==> src/rtl/baccarat_pkg.sv <==
// Shared types and constants for the baccarat deal sequencer.
package baccarat_pkg;

    typedef enum logic [3:0] {
        S_RST,
        S_P1,
        S_D1,
        S_P2,
        S_D2,
        S_EVAL,
        S_P3,
        S_EVAL3,
        S_D3,
        S_DONE
    } state_t;

    localparam logic [3:0] NATURAL_MIN      = 4'd8;
    localparam logic [3:0] PLAYER_STAND_MIN = 4'd6;
    localparam logic [3:0] FACE_RANK_MIN    = 4'd10;

    // Tens and face cards are worth nothing; other ranks count at face value.
    function automatic logic [3:0] card_value(input logic [3:0] rank);
        return (rank >= FACE_RANK_MIN) ? 4'd0 : rank;
    endfunction

endpackage

==> src/rtl/banker_draw.sv <==
// Banker third-card rule, decided from the banker score and the player's third card.
module banker_draw
    import baccarat_pkg::*;
(
    input  logic [3:0] dscore,
    input  logic [3:0] pcard3,
    output logic       draw
);

    logic [3:0] v;

    assign v = card_value(pcard3);

    // Banker draws on low scores, or on mid scores depending on the player's third card.
    // Scores above 6 (including out-of-range values) always stand.
    always_comb begin
        draw = 1'b0;
        case (dscore)
            4'd0, 4'd1, 4'd2: draw = 1'b1;
            4'd3:             draw = (v != 4'd8);
            4'd4:             draw = (v >= 4'd2) && (v <= 4'd7);
            4'd5:             draw = (v >= 4'd4) && (v <= 4'd7);
            4'd6:             draw = (v >= 4'd6) && (v <= 4'd7);
            default:          draw = 1'b0;
        endcase
    end

endmodule

==> src/rtl/deal_sequencer.sv <==
// Moore sequencer that deals one baccarat hand and lights the outcome.
//
//   state   | meaning
//   --------+---------------------------------------------
//   S_RST   | idle after reset, nothing dealt
//   S_P1    | load player card 1
//   S_D1    | load dealer card 1
//   S_P2    | load player card 2
//   S_D2    | load dealer card 2
//   S_EVAL  | check naturals and player third-card rule
//   S_P3    | load player card 3
//   S_EVAL3 | apply banker rule against player card 3
//   S_D3    | load dealer card 3
//   S_DONE  | hand complete, outcome lights valid
module deal_sequencer
    import baccarat_pkg::*;
(
    input  logic       slow_clock,
    input  logic       resetb,
    input  logic [3:0] pscore_out,
    input  logic [3:0] dscore_out,
    input  logic [3:0] pcard3_out,
    output logic       load_pcard1,
    output logic       load_pcard2,
    output logic       load_pcard3,
    output logic       load_dcard1,
    output logic       load_dcard2,
    output logic       load_dcard3,
    output logic       player_win_light,
    output logic       dealer_win_light
);

    state_t state_q;
    state_t state_d;
    logic   banker_draws;
    logic   natural;

    banker_draw u_banker_draw (
        .dscore (dscore_out),
        .pcard3 (pcard3_out),
        .draw   (banker_draws)
    );

    assign natural = (pscore_out >= NATURAL_MIN) || (dscore_out >= NATURAL_MIN);

    // Next-state selection; the deal is a fixed walk until the evaluation points.
    always_comb begin
        state_d = state_q;
        case (state_q)
            S_RST:   state_d = S_P1;
            S_P1:    state_d = S_D1;
            S_D1:    state_d = S_P2;
            S_P2:    state_d = S_D2;
            S_D2:    state_d = S_EVAL;
            S_EVAL: begin
                if (natural)
                    state_d = S_DONE;
                else if (pscore_out < PLAYER_STAND_MIN)
                    state_d = S_P3;
                else if (dscore_out < PLAYER_STAND_MIN)
                    state_d = S_D3;
                else
                    state_d = S_DONE;
            end
            S_P3:    state_d = S_EVAL3;
            S_EVAL3: state_d = banker_draws ? S_D3 : S_DONE;
            S_D3:    state_d = S_DONE;
            S_DONE:  state_d = S_DONE;
            default: state_d = S_RST;
        endcase
    end

    // State register, the only storage in the block.
    always_ff @(posedge slow_clock or negedge resetb) begin
        if (!resetb)
            state_q <= S_RST;
        else
            state_q <= state_d;
    end

    assign load_pcard1 = (state_q == S_P1);
    assign load_dcard1 = (state_q == S_D1);
    assign load_pcard2 = (state_q == S_P2);
    assign load_dcard2 = (state_q == S_D2);
    assign load_pcard3 = (state_q == S_P3);
    assign load_dcard3 = (state_q == S_D3);

    // A tie lights both lamps, so each lamp is "not losing".
    assign player_win_light = (state_q == S_DONE) && (pscore_out >= dscore_out);
    assign dealer_win_light = (state_q == S_DONE) && (dscore_out >= pscore_out);

endmodule

==> config.mk <==
export PLATFORM = sky130hd
export DESIGN_NAME = deal_sequencer
export DESIGN_NICKNAME = d
export VERILOG_FILES = /design/src/rtl/baccarat_pkg.sv /design/src/rtl/banker_draw.sv /design/src/rtl/deal_sequencer.sv
export SDC_FILE = /design/constraint.sdc
export NUM_CORES = 1
export LEC_CHECK = 0
export CAP_MARGIN = 20
export CORE_UTILIZATION = 36
export CTS_CLUSTER_SIZE = 25
export DETAILED_ROUTE_END_ITERATION = 12
export HOLD_SLACK_MARGIN = 0.15
export PLACE_DENSITY = 0.74
export SETUP_SLACK_MARGIN = 0.2
export SLEW_MARGIN = 20
export SYNTH_ARGS = -nofsm -noshare
export SYNTH_HDL_FRONTEND = slang
export SYNTH_HIERARCHICAL = 1
export SYNTH_SLANG_ARGS = --single-unit
export TNS_END_PERCENT = 50
==> constraint.sdc <==
create_clock -name slow_clock -period 1.45 [get_ports slow_clock]
set_input_delay 0.29 -clock slow_clock [delete_from_list [all_inputs] [get_ports slow_clock]]
set_output_delay 0.29 -clock slow_clock [all_outputs]
set_load 0.01 [all_outputs]
==> impl_metrics.env, run 1 <==
export IMPL_rsz0062_at_grt="true"
export IMPL_cts_sinks=4
export IMPL_tightest_slew_ns=0.2810
export IMPL_grt_pass1_wl_um=2794
export IMPL_cp_max_fo=2
export IMPL_layout_common_cells="buf_4, buf_6, nor3_2, buf_2"
export IMPL_clk_latency_ns=0.24
export IMPL_status="finished, violations left"
export IMPL_first_pass_iters=5
export IMPL_finalCritPeriodShare_pct=111.3
export IMPL_cts_hold_buf=0
export IMPL_setup_violations=7
export IMPL_die_area_um2=1507
export IMPL_synth_distinct_cells=29
export IMPL_ctsHtreeMaxLevel=1
export IMPL_drive_above_1_share_pct=72.00
export IMPL_hold_class="in -> async"
export IMPL_cts_buffer_depth=2
export IMPL_root_buffer="clkbuf_4"
export IMPL_wl_per_cell_um=17.53
export IMPL_area_delta_synth_final_pct=112.6
export IMPL_via_per_inst=5.789
export IMPL_power_mw=1.493
export IMPL_syn_nets=75
export IMPL_fmax_ghz=0.6198
export IMPL_worst_path_largest_cell_delay_ns=0.27
export IMPL_io_pins=22
export IMPL_route_vias_total=660
export IMPL_p_per_area_nw_per_um2=1440
export IMPL_final_common_cell="buf_4"
export IMPL_routed_wl_um=1998
export IMPL_gr_total_overflow=0
export IMPL_port_buffers=21
export IMPL_cp_data_arrival_time_ns=1.32
export IMPL_drc=0
export IMPL_final_area_um2=1037
export IMPL_antenna_cells=0
export IMPL_p_leak_nw=0.5153
export IMPL_drt_iter0_markers=10
export IMPL_rows=12
export IMPL_synth_seq_cells=4
export IMPL_violations="negative setup slack"
export IMPL_die_h_um=38.82
export IMPL_top_register="state_q"
export IMPL_place_ws_ns=-1.069
export IMPL_finalCriticalPeriod_ns=1.614
export IMPL_cp_end_kind="output pin"
export IMPL_synth_area_um2=488.0
export IMPL_grt_pass1_vias=624
export IMPL_max_cap_viol_count=0
export IMPL_slowest_stage="ha_4"
export IMPL_finClkSkew_ns=0.00007017
export IMPL_final_antenna_net_count=0
export IMPL_cts_clk_slew_worst_paths_ns=0.05
export IMPL_largestRegisters="state_q: 4 flops"
export IMPL_critical_path_buf_inv_count=3
export IMPL_hold_violations=0
export IMPL_ir_worst_vdd_mv=1.113
export IMPL_grt_max_degree=11
export IMPL_cts_made_buffers=3
export IMPL_crit_family="simple AND/OR/NAND/NOR gates"
export IMPL_yosysWarnings=6
export IMPL_place_area_um2=850.8
export IMPL_synth_top_cell_area_share_pct=20.51
export IMPL_place_hpwl_um=1101
export IMPL_finalMaxSlewViolations=0
export IMPL_cp_cell_sequence="buf_8 > inv_4 > ha_4 > nand3_4 > or2_4 > a32o_2 > buf_6"
export IMPL_crit_type="in -> out"
export IMPL_setup_slack_ns=-0.1635
export IMPL_start_util_pct=41.14
export IMPL_synth_seq_area_share_pct=20.51
export IMPL_cts_tree="built"
export IMPL_grt_use_total_pct=27.73
export IMPL_timing_slew_headroom_pct=81.15
export IMPL_yosys_area_top_type="dfrtp_1"
export IMPL_cp_required_ns=1.16
export IMPL_startpoint_type="primary input"
export IMPL_die_w_um=38.82
export IMPL_largest_register_ffs=4
export IMPL_grt_antenna_before_repair=0
export IMPL_core_region_area_um2=1186
export IMPL_avgSynthCellArea_um2=8.561
export IMPL_hold_slack_ns=0.2679
export IMPL_netlist_instances=57
export IMPL_final_net_count=120
export IMPL_synthTopCellsByArea="dfrtp_1, ha_1, nor3_1"
export IMPL_globalplace_congestion=0.8028
==> final cells by class <==
cell class | instances | area [µm²]
multi-input combinational | 44 | 478.0
clock buffer | 3 | 22.52
fill | 71 | 148.9
timing repair buffer | 43 | 382.9
inverter | 6 | 35.03
sequential | 4 | 101.3
tap | 14 | 17.52
==> power breakdown <==
group | leakage (nW) | internal, mW | switching (mW)
clock network | 0.0138 | 0.0934 | 0.0569
registers | 0.0487 | 0.164 | 0.0506
logic | 0.453 | 0.612 | 0.515
total | 0.515 | 0.870 | 0.623
==> cell families after synthesis <==
group,Yosys count,share of synthesized area [%]
flip-flops,4,20.51
buffers and inverters,9,9.999
adder cells (fa/ha/maj),4,10.26
AND/OR/NAND/NOR,22,33.33
AO/OA/AOI/OAI,18,25.90
==> Yosys cell counts, drive strengths merged <==
cell,instances
nor3,8
inv,6
a21oi,5
dfrtp,4
ha,4
nand2b,4
a21o,3
buf,3
nor2,3
a211o,2
a211oi,1
a21boi,1
a32o,1
and4bb,1
nand2,1
nand3,1
nand3b,1
nor2b,1
nor4b,1
o211a,1
o21a,1
o21ai,1
o22ai,1
o31ai,1
or2,1
==> routing by layer <==
| layer | GRT usage, % | up-vias | wire, µm |
|---|---|---|---|
| li1 | - | 300 | - |
| met1 | 33.10 | 322 | 823 |
| met2 | 49.17 | 32 | 1029 |
| met3 | 2.312 | 6 | 103 |
| met4 | 12.93 | 0 | 40 |
| met5 | 0 | - | 0 |
==> final timing paths <==
check                                   start               end  slack, ns  cells after the start
worst max-delay path            pscore_out[3]  player_win_light      -0.16                      7
worst min-delay path                   resetb        state_q[0]       0.27                      1
worst max register to register     state_q[2]        state_q[0]       0.06                      7
worst min register to register     state_q[1]        state_q[3]       0.67                      2
max in group asynchronous              resetb        state_q[3]       0.98                      1
min in group slow_clock         pscore_out[1]        state_q[0]       0.49                      3
==> what timing repair did <==
action	4_1_cts	5_1_grt
resized for setup	93	17
setup endpoints to repair	12	10
buffers inserted	5	3
pin swaps	13	9
==> stage by stage <==
step           setup TNS, ns  std cells  util [%]
3_5_place_dp          -4.230        103     71.73
4_1_cts              -0.3690        111     81.65
5_1_grt              -0.6988        114     87.45
2_1_floorplan              0         57         -
3_3_place_gp          -4.129        103     71.73
6_report             -0.4094        114     87.45
Note: power is estimated with default switching activity, not from simulation.
==> run 2, diff against run 1 <==
--- a/config.mk
+++ b/config.mk
@@ -6,11 +6,12 @@
 export NUM_CORES = 1
 export LEC_CHECK = 0
 export CAP_MARGIN = 20
-export CORE_UTILIZATION = 36
+export CORE_AREA = 2 2 39 41
 export CTS_CLUSTER_SIZE = 25
 export DETAILED_ROUTE_END_ITERATION = 12
+export DIE_AREA = 0 0 41 43
 export HOLD_SLACK_MARGIN = 0.15
-export PLACE_DENSITY = 0.74
+export PLACE_DENSITY = 0.72
 export SETUP_SLACK_MARGIN = 0.2
 export SLEW_MARGIN = 20
 export SYNTH_ARGS = -nofsm -noshare
==> constraint.sdc (replaced) <==
create_clock -name slow_clock -period 2 [get_ports slow_clock]
set_input_delay 0.4 -clock slow_clock [delete_from_list [all_inputs] [get_ports slow_clock]]
set_output_delay 0.4 -clock slow_clock [all_outputs]
set_load 0.01 [all_outputs]
==> impl_metrics.env, run 2 (synthesized netlist as in run 1, its figures left out) <==
export IMPL_ctsHtreeMaxLevel=1
export IMPL_timing_slew_headroom_pct=82.79
export IMPL_pwr_share_clk_pct=13.2
export IMPL_cp_max_fo=3
export IMPL_rsz0062_at_grt="true"
export IMPL_p_per_area_nw_per_um2=843.6
export IMPL_setup_violations=0
export IMPL_place_ws_ns=-0.7346
export IMPL_p_leak_nw=0.4301
export IMPL_cp_end_kind="output pin"
export IMPL_gr_total_overflow=0
export IMPL_largest_register_ffs=4
export IMPL_root_buffer="clkbuf_4"
export IMPL_start_util_pct=35.26
export IMPL_final_area_um2=897.1
export IMPL_top_register="state_q"
export IMPL_cp_data_arrival_time_ns=1.47
export IMPL_finalCriticalPeriod_ns=1.871
export IMPL_reg2reg_to="state_q[0]"
export IMPL_grt_antenna_before_repair=0
export IMPL_endpoint="player_win_light"
export IMPL_setup_slack_ns=0.1293
export IMPL_hold_slack_ns=0.3668
export IMPL_cell_internal_pwr_mw=0.4496
export IMPL_tns_ns=0
export IMPL_antenna_cells=0
export IMPL_cts_clk_slew_worst_paths_ns=0.04
export IMPL_cp_required_ns=1.60
export IMPL_rrSetupSlack_ns=0.89
export IMPL_grt_pass1_wl_um=2242
export IMPL_crit_type="in -> out"
export IMPL_cts_sinks=4
export IMPL_ir_worst_vdd_mv=0.5696
export IMPL_globalplace_congestion=0.7913
export IMPL_largestRegisters="state_q: 4 flops"
export IMPL_timing_rr_start="state_q[0]"
export IMPL_tightest_slew_ns=0.2565
export IMPL_die_area_um2=1763
export IMPL_rows=14
export IMPL_cts_made_buffers=3
export IMPL_grt_use_total_pct=19.03
export IMPL_drt_iter0_markers=10
export IMPL_hold_class="in -> async"
export IMPL_finalMaxSlewViolations=0
export IMPL_grt_max_degree=11
export IMPL_place_area_um2=782.0
export IMPL_final_net_count=112
export IMPL_first_pass_iters=4
export IMPL_pwr_share_seq_pct=20.5
export IMPL_cts_hold_buf=0
export IMPL_wl_per_cell_um=13.63
export IMPL_place_hpwl_um=987.7
export IMPL_via_per_inst=5.241
export IMPL_port_buffers=21
export IMPL_p_switching_mw=0.3072
export IMPL_grt_pass1_vias=548
export IMPL_die_h_um=43
export IMPL_clk_latency_ns=0.24
export IMPL_hold_violations=0
export IMPL_drive_above_1_share_pct=46.74
export IMPL_final_antenna_net_count=0
export IMPL_finalCritPeriodShare_pct=93.54
export IMPL_drc=0
export IMPL_finClkSkew_ns=0.004925
export IMPL_status="finished, final reports clean"
export IMPL_cts_buffer_depth=2
export IMPL_io_pins=22
export IMPL_die_w_um=41
export IMPL_fmax_ghz=0.5346
export IMPL_sw_frac_of_total_pct=40.60
export IMPL_crit_start="dscore_out[2]"
export IMPL_max_cap_viol_count=0
export IMPL_final_core_util_pct=64.83
export IMPL_routed_wl_um=1472
export IMPL_comb_power_share_pct=66.3
export IMPL_route_vias_total=566
export IMPL_final_common_cell="buf_4"
export IMPL_cts_tree="built"
export IMPL_startpoint_type="primary input"
export IMPL_rr_worst_depth=4
export IMPL_area_delta_synth_final_pct=83.85
export IMPL_core_region_area_um2=1384
export IMPL_layout_common_cells="buf_4, dlygate4sd2_1, nor3_1, clkdlybuf4s50_1"
run 2: changes by cell type in the layout (fill, tap and decap cells not counted), moves of 2 or more:
cell | before | now
buf_6 | 12 | 4
dlygate4sd2_1 | 2 | 8
nor3_1 | 1 | 7
nor3_2 | 7 | 1
buf_2 | 7 | 2
clkdlybuf4s50_1 | 1 | 5
clkbuf_2 | 2 | 0
dlymetal6s2s_1 | 2 | 0
nand2b_4 | 4 | 2
run 2: final cells by class:
type	instances	area, µm²
clock buffers	3	22.52
fillers	125	486.7
inverters	6	27.53
multi-input cells	44	407.9
flip-flops and latches	4	101.3
well taps	16	20.02
repair buffers	35	317.8
run 2: what timing repair did:
action / in CTS / in global routing
endpoints found under the setup margin: 8 / 3
gates resized for setup: 61 / 9
setup buffers: 2 / 0
pin swaps: 8 / 6
run 2: worst max-delay path, cell delays in order:
cell and delay, ns:
buf_8 0.10, ha_4 0.27, nand3_4 0.08, or2_4 0.23, a32o_1 0.25, buf_2 0.13
run 2: power by group through the flow:
stage	logic, mW	registers [mW]	clock network, mW
after detailed placement	0.491	0.153	0
final	0.502	0.155	0.0996
after global placement	0.485	0.154	0
after global routing	0.538	0.159	0.112
after floorplan	0.313	0.140	0
after CTS	0.492	0.154	0.104
run 2: per-layer routing:
layer	routed length (µm)	share of wire [%]	track usage [%]
met5	0	0	0
met1	577	39	19.48
met4	18	1.2	10.00
met3	83	5.6	3.141
met2	792	54	33.75
run 2: worst min path at each step:
stage	start	endpoint	slack, ns	cells after the start
floorplan	resetb	state_q[0]	0.10	0
CTS	resetb	state_q[0]	0.37	1
finish	resetb	state_q[0]	0.37	1
detailed placement	state_q[2]	state_q[3]	0.61	2
global placement	resetb	state_q[1]	0.61	1
global route	resetb	state_q[2]	0.38	1
run 2: stage by stage:
step	power, mW	cells
finish	0.7568	108
floorplan	0.4529	57
detailed placement	0.6437	103
global placement	0.6393	103
global route	0.8095	108
CTS	0.7501	108
